===== src/rtl/rca_mw_seq_if.sv =====
// -----------------------------------------------------------------------------
// rca_mw_seq_if
// Purpose : operand/result handshake bundle for the multi-word add sequencer.
// Signals : in_valid/in_ready   - operand pair handshake (producer -> sequencer)
//           in_a/in_b           - wide operands, word k at [k*WIDTH +: WIDTH]
//           in_cin              - carry-in to word 0
//           in_sub              - subtract select (only with RCA_SUB_EN)
//           out_valid/out_ready - result handshake (sequencer -> consumer)
//           out_sum/out_cout    - wide sum and carry-out of the top word
// Modports: master = operand producer / result consumer, slave = sequencer.
// Macro   : RCA_SUB_EN adds the in_sub signal.
// -----------------------------------------------------------------------------
interface rca_mw_seq_if #(
  parameter int WIDTH  = 64,
  parameter int NWORDS = 4
);
  logic                     in_valid;
  logic                     in_ready;
  logic [WIDTH*NWORDS-1:0]  in_a;
  logic [WIDTH*NWORDS-1:0]  in_b;
  logic                     in_cin;
`ifdef RCA_SUB_EN
  logic                     in_sub;
`endif
  logic                     out_valid;
  logic                     out_ready;
  logic [WIDTH*NWORDS-1:0]  out_sum;
  logic                     out_cout;

`ifdef RCA_SUB_EN
  modport master (
    output in_valid, in_a, in_b, in_cin, in_sub, out_ready,
    input  in_ready, out_valid, out_sum, out_cout
  );
  modport slave (
    input  in_valid, in_a, in_b, in_cin, in_sub, out_ready,
    output in_ready, out_valid, out_sum, out_cout
  );
`else
  modport master (
    output in_valid, in_a, in_b, in_cin, out_ready,
    input  in_ready, out_valid, out_sum, out_cout
  );
  modport slave (
    input  in_valid, in_a, in_b, in_cin, out_ready,
    output in_ready, out_valid, out_sum, out_cout
  );
`endif
endinterface


===== src/rtl/rca_mw_seq.sv =====
// -----------------------------------------------------------------------------
// rca_mw_seq
// Purpose : builds a WIDTH*NWORDS-bit add out of one shared WIDTH-bit
//           ripple-carry adder, one word per cycle, LS word first, carry
//           chained through a register. The result is held until accepted.
// Ports   : clk, rst_n        - clock, synchronous active-low reset
//           bus (slave)       - operand/result handshake (rca_mw_seq_if)
//           add_a/add_b/add_cin - drive to the external adder (0 outside RUN)
//           add_sum/add_cout  - combinational result from the external adder
// Macro   : RCA_SUB_EN enables in_sub (A - B - cin via inverted B and carry).
// -----------------------------------------------------------------------------
module rca_mw_seq #(
  parameter int WIDTH  = 64,
  parameter int NWORDS = 4
) (
  input  logic              clk,
  input  logic              rst_n,
  rca_mw_seq_if.slave       bus,
  output logic [WIDTH-1:0]  add_a,
  output logic [WIDTH-1:0]  add_b,
  output logic              add_cin,
  input  logic [WIDTH-1:0]  add_sum,
  input  logic              add_cout
);

  localparam int TW    = WIDTH * NWORDS;
  localparam int IDX_W = (NWORDS > 1) ? $clog2(NWORDS) : 1;
  localparam logic [IDX_W-1:0] LAST_IDX = IDX_W'(NWORDS - 1);

  typedef enum logic [1:0] {
    S_IDLE = 2'd0,
    S_RUN  = 2'd1,
    S_DONE = 2'd2
  } state_t;

  state_t             r_state;
  state_t             w_next_state;
  logic [IDX_W-1:0]   r_idx;
  logic               r_carry;
  logic [TW-1:0]      r_a;
  logic [TW-1:0]      r_b;
  logic [TW-1:0]      r_sum;
  logic               r_cout;
  logic               r_in_ready;
  logic               r_out_valid;
  logic [WIDTH-1:0]   w_a_word;
  logic [WIDTH-1:0]   w_b_word;
  logic               w_cin0;
`ifdef RCA_SUB_EN
  logic               r_sub;
`endif

  // Initial carry: subtraction is A + ~B + ~cin, so the carry-in is inverted.
`ifdef RCA_SUB_EN
  assign w_cin0 = bus.in_cin ^ bus.in_sub;
`else
  assign w_cin0 = bus.in_cin;
`endif

  // Next-state decode.
  always_comb begin
    w_next_state = r_state;
    case (r_state)
      S_IDLE: begin
        if (bus.in_valid) w_next_state = S_RUN;
        else              w_next_state = S_IDLE;
      end
      S_RUN: begin
        if (r_idx == LAST_IDX) w_next_state = S_DONE;
        else                   w_next_state = S_RUN;
      end
      S_DONE: begin
        if (bus.out_ready) w_next_state = S_IDLE;
        else               w_next_state = S_DONE;
      end
      default: w_next_state = S_IDLE;
    endcase
  end

  // Adder drive: current word pair during RUN, all zero otherwise.
  always_comb begin
    w_a_word = r_a[r_idx*WIDTH +: WIDTH];
`ifdef RCA_SUB_EN
    w_b_word = r_sub ? ~r_b[r_idx*WIDTH +: WIDTH] : r_b[r_idx*WIDTH +: WIDTH];
`else
    w_b_word = r_b[r_idx*WIDTH +: WIDTH];
`endif
    if (r_state == S_RUN) begin
      add_a   = w_a_word;
      add_b   = w_b_word;
      add_cin = r_carry;
    end else begin
      add_a   = '0;
      add_b   = '0;
      add_cin = 1'b0;
    end
  end

  // State, datapath and registered handshake outputs.
  always_ff @(posedge clk) begin
    if (!rst_n) begin
      r_state     <= S_IDLE;
      r_idx       <= '0;
      r_carry     <= 1'b0;
      r_a         <= '0;
      r_b         <= '0;
      r_sum       <= '0;
      r_cout      <= 1'b0;
      r_in_ready  <= 1'b1;
      r_out_valid <= 1'b0;
`ifdef RCA_SUB_EN
      r_sub       <= 1'b0;
`endif
    end else begin
      r_state     <= w_next_state;
      r_in_ready  <= (w_next_state == S_IDLE);
      r_out_valid <= (w_next_state == S_DONE);
      case (r_state)
        S_IDLE: begin
          if (bus.in_valid) begin
            r_a     <= bus.in_a;
            r_b     <= bus.in_b;
            r_carry <= w_cin0;
            r_idx   <= '0;
`ifdef RCA_SUB_EN
            r_sub   <= bus.in_sub;
`endif
          end else begin
            r_idx   <= r_idx;
          end
        end
        S_RUN: begin
          r_sum[r_idx*WIDTH +: WIDTH] <= add_sum;
          r_carry <= add_cout;
          if (r_idx == LAST_IDX) begin
            r_cout <= add_cout;
            r_idx  <= '0;
          end else begin
            r_idx  <= r_idx + IDX_W'(1);
          end
        end
        S_DONE: begin
          r_idx <= r_idx;
        end
        default: begin
          r_idx <= '0;
        end
      endcase
    end
  end

  assign bus.in_ready  = r_in_ready;
  assign bus.out_valid = r_out_valid;
  assign bus.out_sum   = r_sum;
  assign bus.out_cout  = r_cout;

endmodule


===== src/flat_wrapper.sv =====
// flat-port wrapper written by rule: the top's interface ports become plain ports
module rca_mw_seq_flat 
#(
  parameter int WIDTH  = 64,
  parameter int NWORDS = 4
)
  (clk, rst_n, add_a, add_b, add_cin, add_sum, add_cout, bus_in_valid, bus_in_a, bus_in_b, bus_in_cin, bus_out_ready, bus_in_ready, bus_out_valid, bus_out_sum, bus_out_cout);
  rca_mw_seq_if #(.WIDTH(WIDTH), .NWORDS(NWORDS)) bus_i ();
  input  logic clk;
  input  logic rst_n;
  output logic [WIDTH-1:0] add_a;
  output logic [WIDTH-1:0] add_b;
  output logic add_cin;
  input  logic [WIDTH-1:0] add_sum;
  input  logic add_cout;
  input wire logic [$bits(bus_i.in_valid)-1:0] bus_in_valid;
  input wire logic [$bits(bus_i.in_a)-1:0] bus_in_a;
  input wire logic [$bits(bus_i.in_b)-1:0] bus_in_b;
  input wire logic [$bits(bus_i.in_cin)-1:0] bus_in_cin;
  input wire logic [$bits(bus_i.out_ready)-1:0] bus_out_ready;
  output wire logic [$bits(bus_i.in_ready)-1:0] bus_in_ready;
  output wire logic [$bits(bus_i.out_valid)-1:0] bus_out_valid;
  output wire logic [$bits(bus_i.out_sum)-1:0] bus_out_sum;
  output wire logic [$bits(bus_i.out_cout)-1:0] bus_out_cout;
  assign bus_i.in_valid = bus_in_valid;
  assign bus_i.in_a = bus_in_a;
  assign bus_i.in_b = bus_in_b;
  assign bus_i.in_cin = bus_in_cin;
  assign bus_i.out_ready = bus_out_ready;
  assign bus_in_ready = bus_i.in_ready;
  assign bus_out_valid = bus_i.out_valid;
  assign bus_out_sum = bus_i.out_sum;
  assign bus_out_cout = bus_i.out_cout;
  rca_mw_seq #(.WIDTH(WIDTH), .NWORDS(NWORDS)) u_core (.clk(clk), .rst_n(rst_n), .bus(bus_i), .add_a(add_a), .add_b(add_b), .add_cin(add_cin), .add_sum(add_sum), .add_cout(add_cout));
endmodule

===== config.mk =====
export PLATFORM = sky130hd
export DESIGN_NAME = rca_mw_seq_flat
export DESIGN_NICKNAME = d
export VERILOG_FILES = /design/src/rtl/rca_mw_seq_if.sv /design/src/rtl/rca_mw_seq.sv /design/src/flat_wrapper.sv
export SDC_FILE = /design/constraint.sdc
export NUM_CORES = 2
export LEC_CHECK = 0
export ABC_AREA = 1
export ABC_CLOCK_PERIOD_IN_PS = 4600
export BUFFER_PORTS_ARGS = -buffer_cell sky130_fd_sc_hd__clkbuf_2
export CORE_AREA = 2 2 382 384
export CTS_BUF_LIST = sky130_fd_sc_hd__clkbuf_4 sky130_fd_sc_hd__clkbuf_8
export CTS_CLUSTER_DIAMETER = 60
export DETAILED_ROUTE_END_ITERATION = 7
export DIE_AREA = 0 0 384 386
export HOLD_SLACK_MARGIN = 0.12
export PLACE_DENSITY_LB_ADDON = 0.1
export SETUP_SLACK_MARGIN = 0.1
export SLEW_MARGIN = 10
export SYNTH_ARGS = -nofsm -noshare
export SYNTH_HDL_FRONTEND = slang
export SYNTH_SLANG_ARGS = --single-unit

===== constraint.sdc =====
create_clock -name clk -period 4.6 [get_ports clk]
set_input_delay 1.15 -clock clk [delete_from_list [all_inputs] [get_ports clk]]
set_output_delay 1.15 -clock clk [all_outputs]
set_load 0.005 [all_outputs]

==> reports/metrics.cfg <==
[logic_synthesis]
syn_nets = 5184
synth_edf_count = 0
yosys-top-cells-count = 1643 x nor2_1, 782 x o21ai_0, 776 x dfxtp_1, 524 x nand2_1, 378 x a21oi_1
ys_warn_count = 0
yosysMostFrequentCell = nor2_1
ys_ff_latch = 776
synthFlopType = dfxtp_1
ys_types = 24
synth_top_area_share = 0.485
netlist_area_um2 = 32000
synth_area_leaders = dfxtp_1 49%, nor2_1 19%, o21ai_0 12%, nand2_1 6.1%, a21oi_1 5.9%
syn_avg_cell_area_um2 = 6.96
yosysTopAreaCell = dfxtp_1
synthCells = 4596
yosysSeqAreaShare = 0.485
synth-async-reset-ratio = 0

[route]
via_count = 33100
drt-vias-per-instance = 4.43
wl_per_cell_um = 21.0
dr.pass1.iters = 5
ant_nets = 0
drt_iter0_drc = 1777
drt-total-wl_mm = 157
drc_errors = 0

[floorplanning]
core_area_um2 = 145000
die_area_um2 = 148000
die_w_um = 384
fp-row-count = 140
io_pins = 970
die_h_um = 386
start_util = 0.221

[timing]
fin_tns_setup_ns = 0
hold_viol = 0
skew_ns = 0.0537
slew_headroom = 0.357
grt_setup_unrepaired = no
fin_crit_sh = 0.918
worstMarginPinSlew_ns = 0.964
finalSetupViolCount = 0
finalCriticalPeriod_ns = 4.22
maxSlewViolCount = 0
fmax_mhz = 237
setup_slack_ns = 0.376

[placement]
dp_hpwl_mm = 108
dpl_worst_slack_ns = 1.08
placed_cells = 7171
gp_congestion = 0.819
place.port_buffers = 969
place_area_um2 = 38400

[final_layout]
stdcell_area_um2 = 41900
finalNonFillerCells = 7471
synthToLayoutAreaGrowth_pct = 30.8
nets = 6002
drive_gt1_frac = 0.247

[critical_path]
crit_buf_inv = 2
crit_fanout = 109
crit_chain = clkinv_8, o21ai_0, a21oi_1, clkbuf_2
path_delay_family = compound AO/OA/AOI/OAI gates
crit_arrival_ns = 3.07
crit_path_end_kind = output port
max_stage_delay_ns = 0.93
crit_type = flop to output port
cp-start-kind = flop
cp_slowest_cell = o21ai_0
critical_path_required_ns = 3.45

[clock_tree]
cts_max_level = 4
clkLatencyLatePin_ns = 0.88
cts_tree = done
cts_num_sinks = 776
cts_hold_buffers = 0
clk_pin_slew_ns = 0.05
cts_buffer_depth = 3
clock-root-buffer = clkbuf_8
cts_made_buffers = 158

[grt]
track_usage = 0.203
overflow = 0
grt_max_degree = 183
grt_pass1_wl_mm = 223
grt_pass1_vias = 32600
antenna_found_initial = 66

[status]
status = complete, no violations

[run]
drv_cap = 0

[worst_hold_path]
hp-class = flop to flop

[pwr]
p_leak_nw = 17.7
fin_total_pwr_mw = 17.6
peakVddDrop_uv = 191
power_density_nw_per_um2 = 420

[layer usage]
layer / share of wire / GRT usage / up-vias
li1: - / - / 16400
met1: 0.44 / 0.253 / 15400
met2: 0.47 / 0.330 / 902
met3: 0.069 / 0.0605 / 264
met4: 0.024 / 0.0686 / 64
met5: 0.0027 / 0 / -
[logic make-up after synthesis]
| group | Yosys count | share of synthesized area |
|---|---|---|
| AND/OR/NAND/NOR | 2224 | 0.271 |
| buffers and inverters | 429 | 0.0594 |
| adder cells (fa/ha/maj) | 6 | 0.00235 |
| AO/OA/AOI/OAI | 1161 | 0.182 |
| flip-flops | 776 | 0.485 |
[sequential cells by signal, summed over array words and instances, names as in the netlist]
name / cells
u_core.r_state: 2
u_core.r_carry: 1
u_core.bus.out_sum: 256
u_core.r_idx: 2
u_core.bus.out_valid: 1
u_core.r_a: 256
u_core.bus.out_cout: 1
u_core.r_b: 256
u_core.bus.in_ready: 1
[cell usage in the layout (no fill, tap or decap), types with 2 or more instances in the layout]
cell type,instances
nor2_1,1643
inv_6,2
nor2_4,4
nor3_1,2
bufinv_16,5
nand3_1,2
buf_4,38
o21ai_0,780
clkbuf_4,60
nand3_4,6
inv_2,2
clkinvlp_4,5
clkbuf_8,194
nand2_1,523
a21oi_1,378
ha_1,5
dfxtp_1,774
nor3_2,42
dfxtp_4,2
o21ai_1,2
clkinv_8,4
buf_12,18
diode_2,26
clkbuf_2,968
inv_1,54
clkinv_2,5
[final cells by class]
class                           instances  area, µm²
Sequential cell                       776      15500
Inverter                               61        270
Timing Repair Buffer                 1026       5520
Antenna cell                           26       65.1
Clock buffer                          254       3120
Clock inverter                         20        287
Fill cell                           16400     103000
Multi-Input combinational cell       3391      14700
Tap cell                             1917       2400
[power breakdown]
part | switching (mW) | leakage [nW] | internal, mW
combinational | 1.56 | 9.52 | 0.783
sequential | 0.220 | 6.38 | 7.14
clock | 3.30 | 1.79 | 4.55
[worst register-to-register path, delay by kind of cell, from the launching register on]
kind	cells	cell delay (ns)
simple gates	2	0.15
compound gates	1	0.29
buf+inv	4	2.03
fa+ha+maj	1	0.28
flops	1	0.42
[stage by stage]
stage	hold WS, ns	utilization
floorplan	0.448	-
global placement	0.452	0.265
detailed placement	0.455	0.266
CTS	0.388	0.289
global route	0.452	0.290
finish	0.462	0.290
[final timing paths]
| check | startpoint | to | slack, ns | depth (start not counted) |
|---|---|---|---|---|
| setup / recovery | u_core.r_idx[0]$_SDFFE_PN0P_ | add_b[62] | 0.38 | 4 |
| hold / removal | u_core.bus.out_sum[70]$_SDFFE_PN0P_ | u_core.bus.out_sum[70]$_SDFFE_PN0P_ | 0.46 | 2 |
| setup reg to reg | u_core.r_idx[0]$_SDFFE_PN0P_ | u_core.bus.out_sum[157]$_SDFFE_PN0P_ | 1.34 | 8 |
| hold reg to reg | u_core.bus.out_sum[70]$_SDFFE_PN0P_ | u_core.bus.out_sum[70]$_SDFFE_PN0P_ | 0.46 | 2 |
[what timing repair did]
item / 4_1_cts / 5_1_grt
setup buffers: 0 / 0
resized for setup: 1 / 1
endpoints found under the setup margin: 1 / 1
(Power assumes the default switching activity.)
